File: config.mk
export PLATFORM = sky130hd
export DESIGN_NAME = hazard_ctrl
export DESIGN_NICKNAME = d
export VERILOG_FILES = /design/src/rtl/hazard_ctrl_pkg.sv /design/src/rtl/hazard_ctrl_mc_timer.sv /design/src/rtl/hazard_ctrl.sv
export SDC_FILE = /design/constraint.sdc
export NUM_CORES = 1
export LEC_CHECK = 0
export CAP_MARGIN = 20
export CORE_MARGIN = 2
export CORE_UTILIZATION = 34
export CTS_CLUSTER_SIZE = 12
export DETAILED_ROUTE_END_ITERATION = 16
export PLACE_DENSITY = 0.77
export RECOVER_POWER = 25
export SYNTH_ARGS = -nofsm -noshare
export SYNTH_HDL_FRONTEND = slang
export SYNTH_SLANG_ARGS = --single-unit
File: constraint.sdc
create_clock -name clk -period 2.5 [get_ports clk]
set_input_delay 0.75 -clock clk [delete_from_list [all_inputs] [get_ports clk]]
set_output_delay 0.75 -clock clk [all_outputs]
set_load 0.02 [all_outputs]
File: src/rtl/hazard_ctrl_pkg.sv
// Package: hazard_ctrl_pkg
// Shared pipeline hazard types, constants and the operand-forwarding selector.
//   creg_addr_t : 5-bit architectural register address (0 = unused / x0)
//   fwd_sel_t   : E-stage operand source (register file, M result, W result)
//   hz_state_t  : hazard sequencer states
//   fwd_select  : forwarding source for one E-stage read address
package hazard_ctrl_pkg;

    localparam int MC_CYCLES_DEFAULT = 32;

    typedef logic [4:0] creg_addr_t;

    typedef enum logic [1:0] {
        FWD_RF = 2'b00,
        FWD_M  = 2'b01,
        FWD_W  = 2'b10
    } fwd_sel_t;

    typedef enum logic [1:0] {
        HZ_RUN,
        HZ_MC,
        HZ_DRAIN
    } hz_state_t;

    // The M stage holds the younger result, so it takes priority over W.
    // Register 0 is never forwarded because it is hardwired to zero.
    function automatic fwd_sel_t fwd_select(
        input creg_addr_t ra,
        input creg_addr_t dst_m,
        input logic       wr_m,
        input creg_addr_t dst_w,
        input logic       wr_w
    );
        if (wr_m && (dst_m != '0) && (dst_m == ra)) begin
            return FWD_M;
        end else if (wr_w && (dst_w != '0) && (dst_w == ra)) begin
            return FWD_W;
        end else begin
            return FWD_RF;
        end
    endfunction

endpackage

File: src/rtl/hazard_ctrl_mc_timer.sv
// Module: mc_timer
// Loadable down-counter that times a multi-cycle E-stage operation.
// Ports:
//   clk        in  clock
//   reset      in  synchronous active-high reset, clears the count
//   load       in  load load_value this cycle (takes priority over dec)
//   dec        in  decrement this cycle; holding both low freezes the count
//   load_value in  WIDTH-bit starting value
//   zero       out count is zero
module mc_timer #(
    parameter int WIDTH = 5
) (
    input  logic             clk,
    input  logic             reset,
    input  logic             load,
    input  logic             dec,
    input  logic [WIDTH-1:0] load_value,
    output logic             zero
);

    logic [WIDTH-1:0] count;

    // Saturates at zero so a stray dec can never wrap into a long stall.
    always_ff @(posedge clk) begin
        if (reset) begin
            count <= '0;
        end else if (load) begin
            count <= load_value;
        end else if (dec && (count != '0)) begin
            count <= count - WIDTH'(1);
        end
    end

    assign zero = (count == '0);

endmodule

File: src/rtl/hazard_ctrl.sv
// Module: hazard_ctrl
// Stall / flush / forward sequencer for the 5-stage pipeline (F, D, E, M, W).
// Ports:
//   clk, reset                  clock and synchronous active-high reset
//   ra1D, ra2D                  read addresses of the instruction in D
//   ra1E, ra2E                  read addresses of the instruction in E
//   dstE, dstM, dstW            destination registers in E, M, W
//   regwriteE/M/W               stage writes its destination
//   memreadE                    instruction in E is a load
//   mc_startE                   first E cycle of a multi-cycle op
//   branch_takenE               E resolved a taken branch/jump
//   i_busy, i_data_ok           instruction fetch outstanding / returning
//   d_wait                      M-stage memory access not complete
//   stallF/D/E/M                hold the corresponding pipeline register
//   flushD/E/W                  load a bubble into the register feeding D/E/W
//   fwd_a, fwd_b                E operand forwarding selects
//   tgt_capture, pc_redirect    branch target latch / PC load strobes
//   mc_done                     one-cycle pulse: multi-cycle result valid in E
module hazard_ctrl
    import hazard_ctrl_pkg::*;
#(
    parameter int MC_CYCLES = MC_CYCLES_DEFAULT
) (
    input  logic       clk,
    input  logic       reset,
    input  creg_addr_t ra1D,
    input  creg_addr_t ra2D,
    input  creg_addr_t ra1E,
    input  creg_addr_t ra2E,
    input  creg_addr_t dstE,
    input  creg_addr_t dstM,
    input  creg_addr_t dstW,
    input  logic       regwriteE,
    input  logic       regwriteM,
    input  logic       regwriteW,
    input  logic       memreadE,
    input  logic       mc_startE,
    input  logic       branch_takenE,
    input  logic       i_busy,
    input  logic       i_data_ok,
    input  logic       d_wait,
    output logic       stallF,
    output logic       stallD,
    output logic       stallE,
    output logic       stallM,
    output logic       flushD,
    output logic       flushE,
    output logic       flushW,
    output fwd_sel_t   fwd_a,
    output fwd_sel_t   fwd_b,
    output logic       tgt_capture,
    output logic       pc_redirect,
    output logic       mc_done
);

    localparam int              CW      = $clog2(MC_CYCLES);
    // The start cycle already counts as the first E cycle, and the final
    // (count == 0) cycle is the mc_done cycle, hence MC_CYCLES-2.
    localparam logic [CW-1:0]   MC_LOAD = CW'(MC_CYCLES - 2);

    hz_state_t state;
    hz_state_t state_next;
    logic      tmr_load;
    logic      tmr_dec;
    logic      tmr_zero;
    logic      loaduse;

    // regwriteE is part of the stage interface; the load-use term keys off
    // memreadE alone, since every load writes its destination.
    logic      unused_regwrite_e;
    assign unused_regwrite_e = regwriteE;

    assign loaduse = memreadE && (dstE != '0) && ((dstE == ra1D) || (dstE == ra2D));

    mc_timer #(
        .WIDTH (CW)
    ) u_mc_timer (
        .clk        (clk),
        .reset      (reset),
        .load       (tmr_load),
        .dec        (tmr_dec),
        .load_value (MC_LOAD),
        .zero       (tmr_zero)
    );

    always_ff @(posedge clk) begin
        if (reset) begin
            state <= HZ_RUN;
        end else begin
            state <= state_next;
        end
    end

    always_comb begin
        state_next  = state;
        tmr_load    = 1'b0;
        tmr_dec     = 1'b0;
        stallF      = 1'b0;
        stallD      = 1'b0;
        stallE      = 1'b0;
        stallM      = 1'b0;
        flushD      = 1'b0;
        flushE      = 1'b0;
        flushW      = 1'b0;
        tgt_capture = 1'b0;
        pc_redirect = 1'b0;
        mc_done     = 1'b0;
        fwd_a       = fwd_select(ra1E, dstM, regwriteM, dstW, regwriteW);
        fwd_b       = fwd_select(ra2E, dstM, regwriteM, dstW, regwriteW);

        if (reset) begin
            fwd_a = FWD_RF;
            fwd_b = FWD_RF;
        end else if (d_wait) begin
            // Whole pipe holds; W gets a bubble so the stalled M result is
            // not written twice. FSM and timer stay frozen.
            stallF = 1'b1;
            stallD = 1'b1;
            stallE = 1'b1;
            stallM = 1'b1;
            flushW = 1'b1;
        end else begin
            case (state)
                HZ_MC: begin
                    if (tmr_zero) begin
                        mc_done    = 1'b1;
                        state_next = HZ_RUN;
                    end else begin
                        stallF  = 1'b1;
                        stallD  = 1'b1;
                        stallE  = 1'b1;
                        tmr_dec = 1'b1;
                    end
                end
                HZ_DRAIN: begin
                    // The fetch in flight is wrong-path; its data is dropped
                    // by bubbling D until it returns.
                    stallF = 1'b1;
                    flushD = 1'b1;
                    if (i_data_ok) begin
                        pc_redirect = 1'b1;
                        state_next  = HZ_RUN;
                    end
                end
                default: begin
                    if (mc_startE) begin
                        stallF     = 1'b1;
                        stallD     = 1'b1;
                        stallE     = 1'b1;
                        tmr_load   = 1'b1;
                        state_next = HZ_MC;
                    end else if (branch_takenE) begin
                        flushD      = 1'b1;
                        flushE      = 1'b1;
                        tgt_capture = 1'b1;
                        if (i_busy) begin
                            stallF     = 1'b1;
                            state_next = HZ_DRAIN;
                        end else begin
                            pc_redirect = 1'b1;
                        end
                    end else if (loaduse) begin
                        stallF = 1'b1;
                        stallD = 1'b1;
                        flushE = 1'b1;
                    end else if (i_busy) begin
                        stallF = 1'b1;
                        flushD = 1'b1;
                    end
                end
            endcase
        end
    end

endmodule
# ---- Word-level counts from Yosys, hierarchy flattened
# Index checks and enable logic that the tools add are counted.
dict set report word_totals {
  output_inout_bits 14
  input_bits 46
  elab_cells 103
  regBits 7
}
dict set report op_classes {
  mux 67
  reduce_logical 21
  addsub 1
  n_bitwise 1
  eq_ne 10
}
# op n
set ops {}
lappend ops {{1-bit 2-to-1 mux} 48}
lappend ops {{5-bit equality test} 6}
lappend ops {{2-bit 2-to-1 mux} 11}
lappend ops {{5-bit nonzero test} 4}
lappend ops {{5-bit 2-to-1 mux} 2}
lappend ops {{1-bit case mux with 2 select lines} 5}
lappend ops {{1-bit logical AND} 9}
lappend ops {{4-bit nonzero test} 2}
lappend ops {{5-bit logical NOT} 1}
lappend ops {{5-bit AND reduction} 1}
lappend ops {{5-bit by 1-bit subtractor with 5-bit output (second input constant)} 1}
lappend ops {{2-bit != test (second input constant)} 2}
lappend ops {{2-bit case mux with 2 select lines} 1}
lappend ops {{2-bit OR reduction} 2}
lappend ops {{2-bit by 1-bit equality test with 1-bit output (second input constant)} 1}
lappend ops {{2-bit equality test (second input constant)} 1}
lappend ops {{2-bit nonzero test} 1}
lappend ops {{1-bit logical OR} 1}
lappend ops {{1-bit NOT} 1}

# ---- Logic depth before layout (Yosys ltp)
# Gate-level depths: netlist of the first run.
dict set report logic_depth {
  word_depth 9
  mapped_depth 7
  depth_no_buf 7
}

# ---- By module
# A second synthesis of the first run with hierarchy kept.
dict set report unflattened {
  cells_unflattened 138
  hier_area_um2 1047.3
}
# module area_per_inst_um2 cells_per_inst seq_area_each_um2 n_inst
set by_module_without_submodules {}
lappend by_module_without_submodules {hazard_ctrl 720.7 101 40.0 1}
lappend by_module_without_submodules {mc_timer 326.6 37 100.1 1}

# ---- Worst setup path after synthesis of the first run
# Ideal clock, no wire load.
dict set report synth_path {
  kind {input-to-output}
  start {input port dstM[1]}
  end {output port fwd_a[1]}
  arrival_time_ns 2.017
  n_path_buf 0
  path_stages 4
  path_slack_ns -0.267
  required_time_ns 1.750
  path_cell_list {or4_1 > o21ai_2 > nor3_1 > nor4_2}
}
dict set report synth_via {
  elab_chain_len 5
  elab_cells_between_ends 6
  classes_between {eq/ne (1); mux (2); reduce/logical (3)}
}
# element line_no
set synth_lines {}
lappend synth_lines {{from (decl)} hazard_ctrl.sv:31} ;# input creg_addr_t dstM,
lappend synth_lines {{5-bit nonzero test} hazard_ctrl_pkg.sv:34} ;# if (wr_m && (dst_m != '0) && (dst_m == ra)) begin
lappend synth_lines {{1-bit logical AND} hazard_ctrl_pkg.sv:34}
lappend synth_lines {{1-bit logical AND *} hazard_ctrl_pkg.sv:34}
lappend synth_lines {{2-bit 2-to-1 mux *} hazard_ctrl_pkg.sv:34}
lappend synth_lines {{2-bit 2-to-1 mux *} hazard_ctrl.sv:111} ;# if (reset) begin
lappend synth_lines {{to (decl)} hazard_ctrl.sv:49} ;# output fwd_sel_t fwd_a,
# Mark *: on every way between the ends. The rest lies on a longest branch, timed or not.

# ---- Worst setup path in the final report of the first run
dict set report layout_path {
  start {input port dstW[1]}
  end {output port fwd_b[1]}
}
dict set report layout_via {
  elab_chain_len 6
  elab_cells_between_ends 7
  classes_between {eq/ne (1); mux (3); reduce/logical (3)}
}
# element line_no
set layout_lines {}
lappend layout_lines {{from (decl)} hazard_ctrl.sv:32} ;# input creg_addr_t dstW,
lappend layout_lines {{5-bit nonzero test} hazard_ctrl_pkg.sv:36} ;# end else if (wr_w && (dst_w != '0) && (dst_w == ra)) begin
lappend layout_lines {{1-bit logical AND} hazard_ctrl_pkg.sv:36}
lappend layout_lines {{1-bit logical AND *} hazard_ctrl_pkg.sv:36}
lappend layout_lines {{2-bit 2-to-1 mux *} hazard_ctrl_pkg.sv:36}
lappend layout_lines {{2-bit 2-to-1 mux *} hazard_ctrl_pkg.sv:34}
lappend layout_lines {{2-bit 2-to-1 mux *} hazard_ctrl.sv:111}
lappend layout_lines {{to (decl)} hazard_ctrl.sv:50} ;# output fwd_sel_t fwd_b,
# Marks and branches as above.

==> metrics.cfg, run 1 <==
[drt]
wirelength_um=3714
ant_nets=0
drt-initial-drc-count=49
drc_errors=0
wl_per_cell_um=14.45
viasPerCell=5.062
vias=1301
drtPass1Iterations=4

[sta]
clock-skew-final_ps=5.361
fin_ws_ps=-306.3
fin_crit_sh_pct=112.3
period_needed_ps=2806
timing.final.max_slew_violations=0
setup_viol=8
finalSetupTns_ps=-1744
finalHoldViolations=0
tightest_slew_ps=316.6
rsz0062_at_grt=true
slew_headroom_pct=78.70
max_freq_ghz=0.3563

[cts]
cts.sinks=7
h-tree-depth=1
cts-root-buf=clkbuf_4
cts_tree=done
clock_latency_ps=250
numCtsBuffers=3
cts.reportedPaths.clkPinSlew_ps=50
cts_buffer_depth=2

[floorplan]
die_area_um2=3334
num_io_pins=60
die_w_um=57.75
rows=19
core_area_um2=2758
die_h_um=57.75
initial_utilization_pct=35.62

[status]
status=finished, violations left
violations=setup timing

[worst_setup_path]
crit_fanout=2
critPathLaunchType=input pin
cp.arrival_ps=2060
path_class=input pin to primary output
cp-end-kind=primary output
required_ps=1750

[global_route]
grt_use_total_pct=21.83
antenna_found_initial=0
grt_max_degree=9
grt_pass1_vias=1401
grt_pass1_wl_um=5816
grt_overflow=0

[power]
ir_worst_vdd_v=0.0004181
power_mw=0.5847
p_per_area_nw_per_um2=284.4
power_leakage_nw=0.9549

[synth]
async_reset_ff_share_pct=0
netlist_top_cells_count=xnor2_1 (20), xor2_1 (14), a21oi_1 (10)
seq_area_frac_synth_pct=14.27
synth.most_common_cell=xnor2_1
synth.top_cell.area_share_pct=17.83
ys.flop_type=dfxtp_1
yosys-top-cells-area=xnor2_1 (18%), dfxtp_1 (14%), xor2_1 (12%), a21oi_1 (5.1%), ha_1 (5.1%)
syn_nets=173
yosysWarnings=0
synth_cell_types=41
synth_seq_cells=7
netlist_instances=123
synth-edff-count=0
yosysTopAreaCell=xnor2_1
synth_area_per_cell_um2=7.985
syn-cell-area_um2=982.2

[placed_design]
portBuffers=58
dpl.hpwl_um=2643
dpl_cell_area_um2=1858
gp_congestion=0.8393

[layout]
stdcell_area_um2=2056
area_growth_pct=109.3
post-route-util_pct=74.55
num_antenna_cells=0
nets=277
drive_above_1_share_pct=48.67

[hold_path]
hp-class=flop to flop

[run]
max_cap_violations=0

-- logic make-up (layout without fill, tap and decap cells) --
kind of cell	after synthesis	count (layout)	share of synthesized area (%)
and+or+nand+nor	47	47	31.46
AOI/OAI and AO/OA	23	23	14.65
xor gates and xnor gates	34	34	30.32
adders and majority gates	4	4	5.096
buffers and inverters	8	111	4.204
DFF	7	7	14.27
-- final timing paths --
check	from	to	slack, ps	depth (start not counted)
setup / recovery	dstW[1]	fwd_b[1]	-310	7
setup reg to reg	u_mc_timer.count[0]	u_mc_timer.count[3]	680	8
hold reg to reg	u_mc_timer.count[4]	u_mc_timer.count[4]	580	2
hold / removal	u_mc_timer.count[4]	u_mc_timer.count[4]	580	2
-- power breakdown --
group / switching, mW / internal (mW)
Clock: 0.0426 / 0.0610
Sequential: 0.00600 / 0.121
Combinational: 0.163 / 0.191
-- metrics by stage --
step / setup WS (ps) / hold slack (ps) / cells
after floorplan: -129.5 / 525.1 / 123
after global placement: -1053 / 550.2 / 244
after detailed placement: -1100 / 579.9 / 244
after CTS: -401.4 / 588.6 / 255
after global routing: -348.5 / 620.0 / 257
final: -306.3 / 579.9 / 257
-- cell type report --
type,instances,area [um2]
clock buffers,4,26.28
well taps,31,38.79
repair buffers,102,868.3
multi-input cells,108,963.4
flip-flops and latches,7,140.1
inverters,5,18.77
fillers,217,701.9
-- worst max-delay path: stages --
cell	delay [ps]
clkdlybuf4s15_1	180
or4_4	560
nor2_4	130
nor3b_4	60
nand4_1	150
nor4b_4	70
buf_4	160
-- metal layers --
layer / share of wire [%] / track usage, % / vias up
li1: - / - / 645
met1: 39 / 22.75 / 607
met2: 54 / 44.16 / 45
met3: 6.7 / 4.688 / 4
met4: 1.0 / 3.987 / 0
met5: 0 / 0 / -
-- flip-flops by register name, indices dropped and copies added (netlist names) --
name              flops
u_mc_timer.count      5
state                 2
-- what timing repair did --
action,in CTS,in global routing
setup buffers,7,3
endpoints found under the hold margin,0,0
hold buffers,0,0
setup endpoints to repair,14,14
gates resized for setup,161,43
pin swaps,30,30
-- layout by cell type (no fill, tap or decap), types with 4 or more instances in the layout --
| master | Yosys | final |
|---|---|---|
| a21oi_1 | 10 | 8 |
| xnor2_1 | 20 | 16 |
| nor3_1 | 7 | 4 |
| xnor2_2 | 0 | 4 |
| nor2_1 | 8 | 4 |
| clkdlybuf4s15_1 | 0 | 6 |
| dlygate4sd2_1 | 0 | 16 |
| dlymetal6s2s_1 | 0 | 5 |
| buf_4 | 1 | 42 |
| clkbuf_2 | 0 | 7 |
| xor2_1 | 14 | 14 |
| buf_2 | 0 | 5 |
| buf_6 | 1 | 14 |
| dfxtp_1 | 7 | 7 |
Note: power is estimated with default switching activity, not from simulation.
==> inputs of run 2 (changes only) <==
CELL_PAD_IN_SITES_DETAIL_PLACEMENT = 1   (was default)
CELL_PAD_IN_SITES_GLOBAL_PLACEMENT = 2   (was default)
CORE_MARGIN = 4   (was 2)
CORE_UTILIZATION = 17   (was 34)
PLACE_DENSITY = default   (was 0.77)
PLACE_DENSITY_LB_ADDON = 0.1   (was default)
==> run 2 against run 1 <==
The run still ends with setup timing left. First-iteration DRC count is 67% lower. Power up 12%. Non-clock buffer count grew 10. Critical path depth shrank 1. Clock power increased by 56%. Via count up 1.8%. Sequential share of layout area shrank 0.39 points. Combinational power up 3%. Hold slack gained 56 ps. Largest cell class is now buffers.
==> metrics.cfg, run 2 (same netlist as run 1, synthesis figures left out) <==
[drt]
wirelength_um=4239
drt-initial-drc-count=16
drtPass1Iterations=2
wl_met1_um=1649
viasPerCell=4.299
met3_length_um=185
top_layer_used=met4
met2_length_um=2385
drc_errors=0
ant_nets=0
vias=1324
wl_per_cell_um=13.76

[placed_design]
dpl_cell_area_um2=1969
post-place-ws_ps=-1122
portBuffers=58
gp_congestion=0.8092
dpl.hpwl_um=3485
dp_cells=293

[sta]
fin_crit_sh_pct=114.6
slew_headroom_pct=79.57
period_needed_ps=2865
timing.final.max_slew_violations=0
rsz0062_at_grt=true
setup_viol=8
clock-skew-final_ps=3.508
tightest_slew_ps=303.7
max_freq_ghz=0.3490
finalHoldViolations=0
fin_ws_ps=-365.1
fin_hold_ws_ps=636.2

[power]
p_int_mw=0.4333
p_comb_share_pct=55.9
seqPwrFrac_pct=19.4
p_sw_mw=0.2211
sw_frac_of_total_pct=33.79
p_per_area_nw_per_um2=297.5
ir_worst_vdd_v=0.0001606
power_leakage_nw=0.9706
clkPwrFrac_pct=24.7

[floorplan]
die_h_um=84.01
num_io_pins=60
die_area_um2=7058
rows=27
core_area_um2=5540
die_w_um=84.01
initial_utilization_pct=17.73

[worst_setup_path]
path_class=input pin to primary output
timing.rr.start=state[0]
cpPeakStageDelay_ps=540
crit_fanout=2
r2r-end=state[0]
cp.arrival_ps=2120
cp-end-kind=primary output
ff2ff_path_depth=9
critPathLaunchType=input pin
required_ps=1750
rrSetupSlack_ps=680
cp_cell_sequence=buf_6, or4_4, o21ai_4, nand4b_1, nor4b_4, buf_4
worst_path_max_delay_cell=or4_4

[cts]
cts.reportedPaths.clkPinSlew_ps=40
holdBufCountCts=0
cts-root-buf=clkbuf_8
cts.sinks=7
clock_latency_ps=230
cts_tree=done
numCtsBuffers=3
cts_buffer_depth=2
h-tree-depth=1

[hold_path]
min_from=u_mc_timer.count[4]
hold_path_depth=3
min_to=u_mc_timer.count[4]
hp-class=flop to flop

[global_route]
grt_max_degree=10
antenna_found_initial=0
grt_pass1_vias=1531
grt_overflow=0
grt_use_total_pct=12.23
grt_pass1_wl_um=7251

[run]
max_cap_violations=0

[layout]
largest_reg_flops=5
reg.largest.list=u_mc_timer.count: 5 flops, state: 2 flops
area_growth_pct=123.9
nets=287
num_antenna_cells=0
stdcell_area_um2=2200
final_common_cell=buf_4
drive_above_1_share_pct=49.15
regMostFlops=u_mc_timer.count
layout_common_cells=buf_4 (50), xnor2_1 (19), dlygate4sd2_1 (16), buf_6 (15), xor2_1 (14)
fin_cells=308

[status]
violations=setup timing
status=finished, violations left

==> run 2: cell count changes in the layout (fill, tap and decap cells not counted), sizes merged <==
cell,change
dlymetal6s2s,-3
clkdlybuf4s50,+5
clkbuf,-2
buf,+11
clkdlybuf4s15,-2
clkinv,+1
==> run 2: metrics by stage <==
step	setup TNS (ps)	util [%]	total power, mW
after CTS	-2301	38.62	0.6561
after detailed placement	-12220	35.55	0.4681
after floorplan	-386.9	-	0.2672
final	-1929	39.70	0.6544
after global routing	-2496	39.70	0.7012
after global placement	-12120	35.55	0.4605
==> run 2: layout make-up <==
class                      count  area [um2]
sequential                     7       141.4
multi-input combinational    108       947.2
timing repair buffer         112       955.9
fill                         648        3341
tap                           72       90.09
clock buffer                   3       41.29
inverter                       5       18.77
clock inverter                 1       5.005
==> run 2: power by group through the flow <==
stage | Combinational, mW | Sequential (mW) | Clock [mW]
global route | 0.398 | 0.128 | 0.175
finish | 0.366 | 0.127 | 0.162
detailed placement | 0.340 | 0.128 | 0
global placement | 0.333 | 0.127 | 0
floorplan | 0.139 | 0.129 | 0
CTS | 0.359 | 0.127 | 0.170
==> run 2: worst max path at each step <==
stage / startpoint / end / cells after the start
after floorplan: dstM[1] / fwd_b[1] / 4
after global placement: dstE[3] / stallF / 7
after detailed placement: dstE[3] / stallF / 7
after CTS: dstM[4] / fwd_a[1] / 7
after global routing: dstM[2] / fwd_b[1] / 6
final: dstM[2] / fwd_b[1] / 6
==> run 2: critical path, delay by kind of cell <==
family,cells,cell delay [ps]
AOI/OAI and AO/OA,1,140
and+or+nand+nor,3,940
buffers and inverters,2,270
==> run 2: per-layer routing <==
| layer | GRT usage, % | up-vias |
|---|---|---|
| met4 | 1.754 | 0 |
| met5 | 0 | - |
| met1 | 13.32 | 620 |
| met3 | 2.369 | 2 |
| li1 | - | 667 |
| met2 | 24.44 | 35 |
==> run 2: repair_timing <==
item                                    in CTS  in global routing
endpoints found under the setup margin      14                 14
pin swaps                                   30                 22
resized for setup                          167                 33
hold endpoints to repair                     0                  0
setup buffers                                8                  5
==> inputs of run 3 (changes only) <==
SLEW_MARGIN = 20   (was default)
==> results of run 3 <==
The final DEF is identical to that of run 2; final timing and power are the same.
